`config.mk`:
```
export PLATFORM = sky130hd
export DESIGN_NAME = rvfi_commit_tracker
export DESIGN_NICKNAME = d
export VERILOG_FILES = /design/src/rtl/rvfi_tracker_pkg.sv /design/src/rtl/commit_prefix_scan.sv /design/src/rtl/rvfi_commit_tracker.sv
export SDC_FILE = /design/constraint.sdc
export NUM_CORES = 1
export LEC_CHECK = 0
export CAP_MARGIN = 25
export CORE_ASPECT_RATIO = 0.75
export CORE_MARGIN = 8
export CORE_UTILIZATION = 41
export CTS_CLUSTER_DIAMETER = 120
export DETAILED_ROUTE_END_ITERATION = 10
export GPL_ROUTABILITY_DRIVEN = 0
export HOLD_SLACK_MARGIN = 0.03
export PLACE_DENSITY = 0.75
export SYNTH_ARGS = -nofsm -noshare
export SYNTH_HDL_FRONTEND = slang
export SYNTH_SLANG_ARGS = --single-unit
```
`constraint.sdc`:
```
create_clock -name clk -period 3.3 [get_ports clk]
set_input_delay 0.33 -clock clk [delete_from_list [all_inputs] [get_ports clk]]
set_output_delay 0.33 -clock clk [all_outputs]
set_load 0.01 [all_outputs]
```
`src/rtl/rvfi_tracker_pkg.sv`:
```
`default_nettype none
// ============================================================================
// Module      : rvfi_tracker_pkg
// Description : Shared types, opcode constants and the self-loop classifier
//               used by the RVFI commit tracker.
// Revision    : 1.0 - initial release
// ============================================================================
package rvfi_tracker_pkg;

  typedef enum logic [1:0] {
    RUN  = 2'd0,
    HALT = 2'd1,
    HUNG = 2'd2
  } tracker_state_e;

  localparam logic [6:0] OP_JAL    = 7'b1101111;
  localparam logic [6:0] OP_BRANCH = 7'b1100011;

  // A control transfer that targets itself: the software halt idiom.
  function automatic logic is_self_loop(input logic [31:0] inst,
                                        input logic [31:0] pc_r,
                                        input logic [31:0] pc_w);
    return (pc_w == pc_r) && ((inst[6:0] == OP_JAL) || (inst[6:0] == OP_BRANCH));
  endfunction

endpackage
`default_nettype wire

```
`src/rtl/commit_prefix_scan.sv`:
```
`default_nettype none
// ============================================================================
// Module      : commit_prefix_scan
// Description : Combinational per-slot prefix popcount of the retirement
//               bundle, prefix-legality check, and halt-point detection that
//               drops every slot younger than the halting instruction.
// Revision    : 1.0 - initial release
// ============================================================================
module commit_prefix_scan
  import rvfi_tracker_pkg::*;
#(
  parameter int NCOMMIT     = 2,
  parameter int HALT_REPEAT = 2,
  parameter int CNT_W       = 2,
  parameter int HC_W        = 2
) (
  input  logic [NCOMMIT-1:0]            valid_i,
  input  logic [NCOMMIT-1:0]            self_loop_i,
  input  logic [HC_W-1:0]               halt_cnt_i,
  output logic [NCOMMIT-1:0][CNT_W-1:0] prefix_cnt_o,
  output logic [NCOMMIT-1:0]            keep_o,
  output logic [CNT_W-1:0]              keep_cnt_o,
  output logic                          prefix_ok_o,
  output logic                          halt_hit_o,
  output logic [HC_W-1:0]               halt_cnt_o
);

  logic [HC_W-1:0]  w_cnt;
  logic [CNT_W-1:0] w_pop;

  // A legal bundle is a run of ones from slot 0: adding one must clear them all.
  assign prefix_ok_o = ~|(valid_i & (valid_i + NCOMMIT'(1)));

  // Oldest-to-youngest scan; once the halt point is hit, younger slots are not kept.
  always_comb begin
    prefix_cnt_o = '0;
    keep_o       = '0;
    keep_cnt_o   = '0;
    halt_hit_o   = 1'b0;
    w_cnt        = halt_cnt_i;
    w_pop        = '0;
    for (int i = 0; i < NCOMMIT; i++) begin
      prefix_cnt_o[i] = w_pop;
      if (valid_i[i]) begin
        w_pop = w_pop + CNT_W'(1);
        if (!halt_hit_o) begin
          keep_o[i]  = 1'b1;
          keep_cnt_o = keep_cnt_o + CNT_W'(1);
          if (self_loop_i[i]) begin
            if (w_cnt < HC_W'(HALT_REPEAT)) w_cnt = w_cnt + HC_W'(1);
            if (w_cnt == HC_W'(HALT_REPEAT)) halt_hit_o = 1'b1;
          end else begin
            w_cnt = '0;
          end
        end
      end
    end
    halt_cnt_o = w_cnt;
  end

endmodule
`default_nettype wire

```
`src/rtl/rvfi_commit_tracker.sv`:
```
`default_nettype none
// ============================================================================
// Module      : rvfi_commit_tracker
// Description : Multi-slot RVFI commit sequencer. Assigns monotonic order
//               numbers to up to NCOMMIT retirements per cycle, detects the
//               self-loop halt idiom, flags commit-stall deadlock and checks
//               in-order slot usage.
// Revision    : 1.0 - initial release
// ============================================================================
module rvfi_commit_tracker
  import rvfi_tracker_pkg::*;
#(
  parameter int NCOMMIT     = 2,
  parameter int ORDER_W     = 64,
  parameter int HALT_REPEAT = 2,
  parameter int TIMEOUT     = 4096
) (
  input  logic                              clk,
  input  logic                              rst,
  input  logic [NCOMMIT-1:0]                valid_i,
  input  logic [NCOMMIT-1:0][31:0]          inst_i,
  input  logic [NCOMMIT-1:0][31:0]          pc_rdata_i,
  input  logic [NCOMMIT-1:0][31:0]          pc_wdata_i,
  output logic [NCOMMIT-1:0]                commit_o,
  output logic [NCOMMIT-1:0][ORDER_W-1:0]   order_o,
  output logic                              halt_o,
  output logic                              deadlock_o,
  output logic                              proto_err_o,
  output logic [ORDER_W-1:0]                retired_o
);

  localparam int CNT_W  = $clog2(NCOMMIT + 1);
  localparam int HC_W   = $clog2(HALT_REPEAT + 1);
  localparam int IDLE_W = $clog2(TIMEOUT + 1);

  tracker_state_e r_state, w_state_nxt;

  logic [ORDER_W-1:0]            r_base;
  logic [HC_W-1:0]               r_halt_cnt;
  logic [IDLE_W-1:0]             r_idle_cnt;
  logic [IDLE_W-1:0]             w_idle_nxt;
  logic [NCOMMIT-1:0]            w_self_loop;
  logic [NCOMMIT-1:0][CNT_W-1:0] w_prefix_cnt;
  logic [NCOMMIT-1:0]            w_keep;
  logic [CNT_W-1:0]              w_keep_cnt;
  logic                          w_prefix_ok;
  logic                          w_halt_hit;
  logic [HC_W-1:0]               w_halt_cnt_nxt;
  logic                          w_run;
  logic                          w_timeout;

  for (genvar g = 0; g < NCOMMIT; g++) begin : g_slot
    assign w_self_loop[g] = valid_i[g] & is_self_loop(inst_i[g], pc_rdata_i[g], pc_wdata_i[g]);
  end

  commit_prefix_scan #(
    .NCOMMIT     (NCOMMIT),
    .HALT_REPEAT (HALT_REPEAT),
    .CNT_W       (CNT_W),
    .HC_W        (HC_W)
  ) u_scan (
    .valid_i      (valid_i),
    .self_loop_i  (w_self_loop),
    .halt_cnt_i   (r_halt_cnt),
    .prefix_cnt_o (w_prefix_cnt),
    .keep_o       (w_keep),
    .keep_cnt_o   (w_keep_cnt),
    .prefix_ok_o  (w_prefix_ok),
    .halt_hit_o   (w_halt_hit),
    .halt_cnt_o   (w_halt_cnt_nxt)
  );

  assign w_run     = (r_state == RUN);
  assign retired_o = r_base;

  // Watchdog next value: any retirement clears it, otherwise saturating count.
  always_comb begin
    w_idle_nxt = r_idle_cnt;
    if (valid_i != '0)
      w_idle_nxt = '0;
    else if (r_idle_cnt != IDLE_W'(TIMEOUT))
      w_idle_nxt = r_idle_cnt + IDLE_W'(1);
  end

  assign w_timeout = (w_idle_nxt == IDLE_W'(TIMEOUT));

  // Next-state: halt takes priority over timeout; HALT and HUNG are terminal.
  always_comb begin
    w_state_nxt = r_state;
    if (r_state == RUN) begin
      if (w_halt_hit)     w_state_nxt = HALT;
      else if (w_timeout) w_state_nxt = HUNG;
    end
  end

  // State register.
  always_ff @(posedge clk) begin
    if (rst) r_state <= RUN;
    else     r_state <= w_state_nxt;
  end

  // Counters, sticky flags and the registered commit/order outputs.
  always_ff @(posedge clk) begin
    if (rst) begin
      r_base      <= '0;
      r_halt_cnt  <= '0;
      r_idle_cnt  <= '0;
      commit_o    <= '0;
      order_o     <= '0;
      halt_o      <= 1'b0;
      deadlock_o  <= 1'b0;
      proto_err_o <= 1'b0;
    end else begin
      commit_o <= w_run ? w_keep : '0;
      if (w_run) begin
        for (int i = 0; i < NCOMMIT; i++)
          order_o[i] <= r_base + ORDER_W'(w_prefix_cnt[i]);
        r_base     <= r_base + ORDER_W'(w_keep_cnt);
        r_halt_cnt <= w_halt_cnt_nxt;
        r_idle_cnt <= w_idle_nxt;
        if (!w_prefix_ok) proto_err_o <= 1'b1;
        if (w_halt_hit)     halt_o     <= 1'b1;
        else if (w_timeout) deadlock_o <= 1'b1;
      end
    end
  end

endmodule
`default_nettype wire

```
==> results.py <==
metrics = {
    "run_status": {
        "outcome": "finished clean",
    },
    "clock_tree": {
        "clkLatencyLatePin_ns": 0.53,
        "htreeDepth": 1,
        "hold_buffers": 0,
        "clockBufferDepth": 3,
        "cts.sinks": 214,
        "cts_tree": "done",
        "clk_pin_slew_worst_paths_ns": 0.07,
        "cts_buffers": 23,
        "root_buffer": "clkbuf_16",
    },
    "global_route": {
        "grt_usage_pct": 22.7,
        "gr-usage-met1_pct": 29.9,
        "antenna_found_initial": 0,
        "grt_pass1_wl_mm": 58.9,
        "use_met3_pct": 6.04,
        "grt_pass1_vias": 10400,
        "met2_usage_pct": 36.9,
        "top_usage_layer": "met2",
        "grt_overflow_total": 0,
        "grt_max_degree": 158,
    },
    "synthesis": {
        "synth_cell_types": 54,
        "async_flop_share_pct": 0,
        "synthCells": 1330,
        "syn-cell-area_sq_um": 10700,
        "yosysWarnings": 0,
        "synth-seq-cells": 214,
        "synth-edff-count": 0,
        "syn_area_per_cell_sq_um": 8.01,
        "synth_fp_nets": 1535,
        "synthFlopType": "dfxtp_1",
        "seq_area_frac_synth_pct": 40.2,
    },
    "sta": {
        "period_share_pct": 97.0,
        "fmax_mhz": 312,
        "finalSetupTns_ns": 0,
        "slew_violations": 0,
        "final_hold_viol_count": 0,
        "fin_ws_ns": 0.0984,
        "period_minus_slack_ns": 3.20,
        "max_slew_margin_pct": 44.6,
        "setup_viol": 0,
        "worst_slew_pin_slew_ns": 0.824,
        "skew_ns": 0.0260,
    },
    "floorplanning": {
        "num_rows": 51,
        "die_h_um": 156,
        "fp.coreArea_sq_um": 25800,
        "die_w_um": 202,
        "io_pins": 393,
        "start_util_pct": 41.3,
        "die_area_sq_um": 31400,
    },
    "place": {
        "place_inst": 1963,
        "port_buffers": 342,
        "hpwl_mm": 27.7,
        "dp_slack_ns": -0.881,
    },
    "flow_run": {
        "timing.max_cap.violations": 0,
    },
    "cells_and_area": {
        "syn2layout_area_growth_pct": 47.4,
        "layout.nets": 1856,
        "diodes": 0,
        "fillers": 2277,
        "fin_cells": 2011,
        "drive_gt1_share_pct": 9.42,
    },
    "route": {
        "dr.pass1.iters": 5,
        "via_per_inst": 5.34,
        "vias": 10700,
        "wire_per_inst_um": 18.8,
        "wl_mm": 37.9,
        "antenna_left": 0,
        "drc": 0,
        "first_iter_violations": 735,
    },
    "power_and_ir_drop": {
        "peakVddDrop_v": 0.000314,
        "powerDensity_nw_per_um2": 367,
        "fin_total_pwr_mw": 5.76,
        "p_leak_nw": 5.77,
    },
    "critical_path": {
        "cp.required_ns": 3.75,
        "crit_path_end_kind": "flop",
        "worstSetupPathType": "input pin to flop",
        "worstPathMaxFanout": 7,
        "worstSetupStartpointType": "input pin",
        "worstPathArrival_ns": 3.66,
    },
    "min_path": {
        "hold_class": "input pin to flop",
    },
}
## state kept, by name, summed over array words and instances, names as in the netlist
register and cells:
commit_o 2, deadlock_o 1, halt_o 1, order_o 128, proto_err_o 1, r_halt_cnt 2, r_idle_cnt 13, r_state 2
retired_o 64
## cells in the mapped netlist (2+ instances only)
master    number  area (sq um)
a211o_1        2          17.5
a211oi_1      51           383
a21oi_1       95           475
a22oi_1        3          22.5
a311oi_1      11          96.3
a31oi_1        4          25.0
and2_1        12          75.1
and3_1        12          75.1
and4_1         6          52.6
buf_2         36           180
clkbuf_1      67           251
clkbuf_2       2          10.0
dfxtp_1      214          4280
ha_1           8           100
inv_1         13          48.8
nand2_1      207           777
nand2b_1       2          12.5
nand3_1       32           160
nand4_1       39           244
nand4_2        4          50.1
nand4b_1       6          52.6
nor2_1       157           589
nor2b_1        4          25.0
nor3_1        44           220
nor4_1        19           119
nor4_2         6          75.1
nor4_4         2          42.5
o21ai_0       34           170
o22a_1         2          17.5
o31ai_1        2          15.0
or2_1          4          25.0
or2_2          2          12.5
or3_1         33           206
or4_4          2          22.5
xnor2_1       94           823
xor2_1        81           709
## repair_timing
item | CTS | global route
buffers inserted | 3 | 5
setup endpoints to repair | 50 | 51
gates resized for setup | 18 | 89
hold endpoints to repair | 0 | 0
gates cloned | 0 | 0
pin swaps | 9 | 39
## cell type report
cell class	count	area, sq um	area share [%]
Clock buffer	34	657	4.18
Clock inverter	7	128	0.813
Inverter	13	48.8	0.311
Multi-Input combinational cell	997	6090	38.8
Sequential cell	214	4290	27.3
Tap cell	344	430	2.74
Timing Repair Buffer	402	4060	25.9
## per-stage QoR
stage / cell area [sq um] / util [%] / hold WS (ns)
final: 15700 / 60.9 / 0.128
after detailed placement: 14500 / 56.3 / 0.448
after CTS: 15400 / 59.7 / 0.101
after floorplan: 10700 / - / 0.447
after global placement: 14500 / 56.3 / 0.441
after global routing: 15700 / 60.9 / 0.131
## layer usage
| layer | vias to the layer above | share of wire [%] |
|---|---|---|
| met1 | 5102 | 43 |
| met3 | 52 | 8.1 |
| met4 | 0 | 1.9 |
| met2 | 379 | 47 |
| met5 | - | 0 |
| li1 | 5202 | - |
## path summary, 6_finish.rpt
path,cells after the start,endpoint,startpoint,slack [ns]
hold / removal,2,r_idle_cnt[7]$_SDFFE_PP0P_,rst,0.13
hold reg to reg,2,order_o[9]$_SDFFE_PP0P_,order_o[9]$_SDFFE_PP0P_,0.45
setup / recovery,16,retired_o[29]$_SDFFE_PP0P_,pc_wdata_i[21],0.1
setup reg to reg,15,retired_o[29]$_SDFFE_PP0P_,r_halt_cnt[0]$_SDFFE_PP0P_,0.11
## report_power, final
part           internal (mW)  leakage [nW]  switching [mW]
Clock                   1.62         0.381            1.08
Combinational          0.258          3.66           0.182
Sequential              2.60          1.73          0.0222
Total                   4.48          5.77            1.28
## critical path, stage by stage
cell and delay, ns:
clkdlybuf4s50_1 0.45, xor2_1 0.15, nor3_1 0.17, nand3_1 0.12, o41a_1 0.44, and2_4 0.19, buf_4 0.13, buf_4 0.15
ha_4 0.26, a21oi_2 0.07, nor4b_4 0.22, buf_6 0.17, nand4_1 0.12, buf_6 0.19, or3_1 0.36, a21oi_2 0.14
## cells by family after synthesis
logic type               share of synthesized area [%]
adder cells (fa/ha/maj)                           1.13
multiplexers                                    0.0940
AND/OR/NAND/NOR                                   27.3
AO/OA/AOI/OAI                                     12.2
flip-flops                                        40.2
buffers and inverters                             4.64
XOR/XNOR                                          14.4
## cell usage in the layout, fill, tap and decap left out, drive strengths merged, types with 45 or more instances in the layout
| cell | netlist | routed |
|---|---|---|
| nor3 | 45 | 45 |
| nand2 | 207 | 207 |
| nor2 | 157 | 157 |
| buf | 37 | 61 |
| dfxtp | 214 | 214 |
| clkdlybuf4s50 | 0 | 286 |
| dlymetal6s2s | 0 | 53 |
| xnor2 | 94 | 94 |
| xor2 | 81 | 81 |
| a21oi | 95 | 95 |
| a211oi | 52 | 52 |
(Power assumes the default switching activity.)
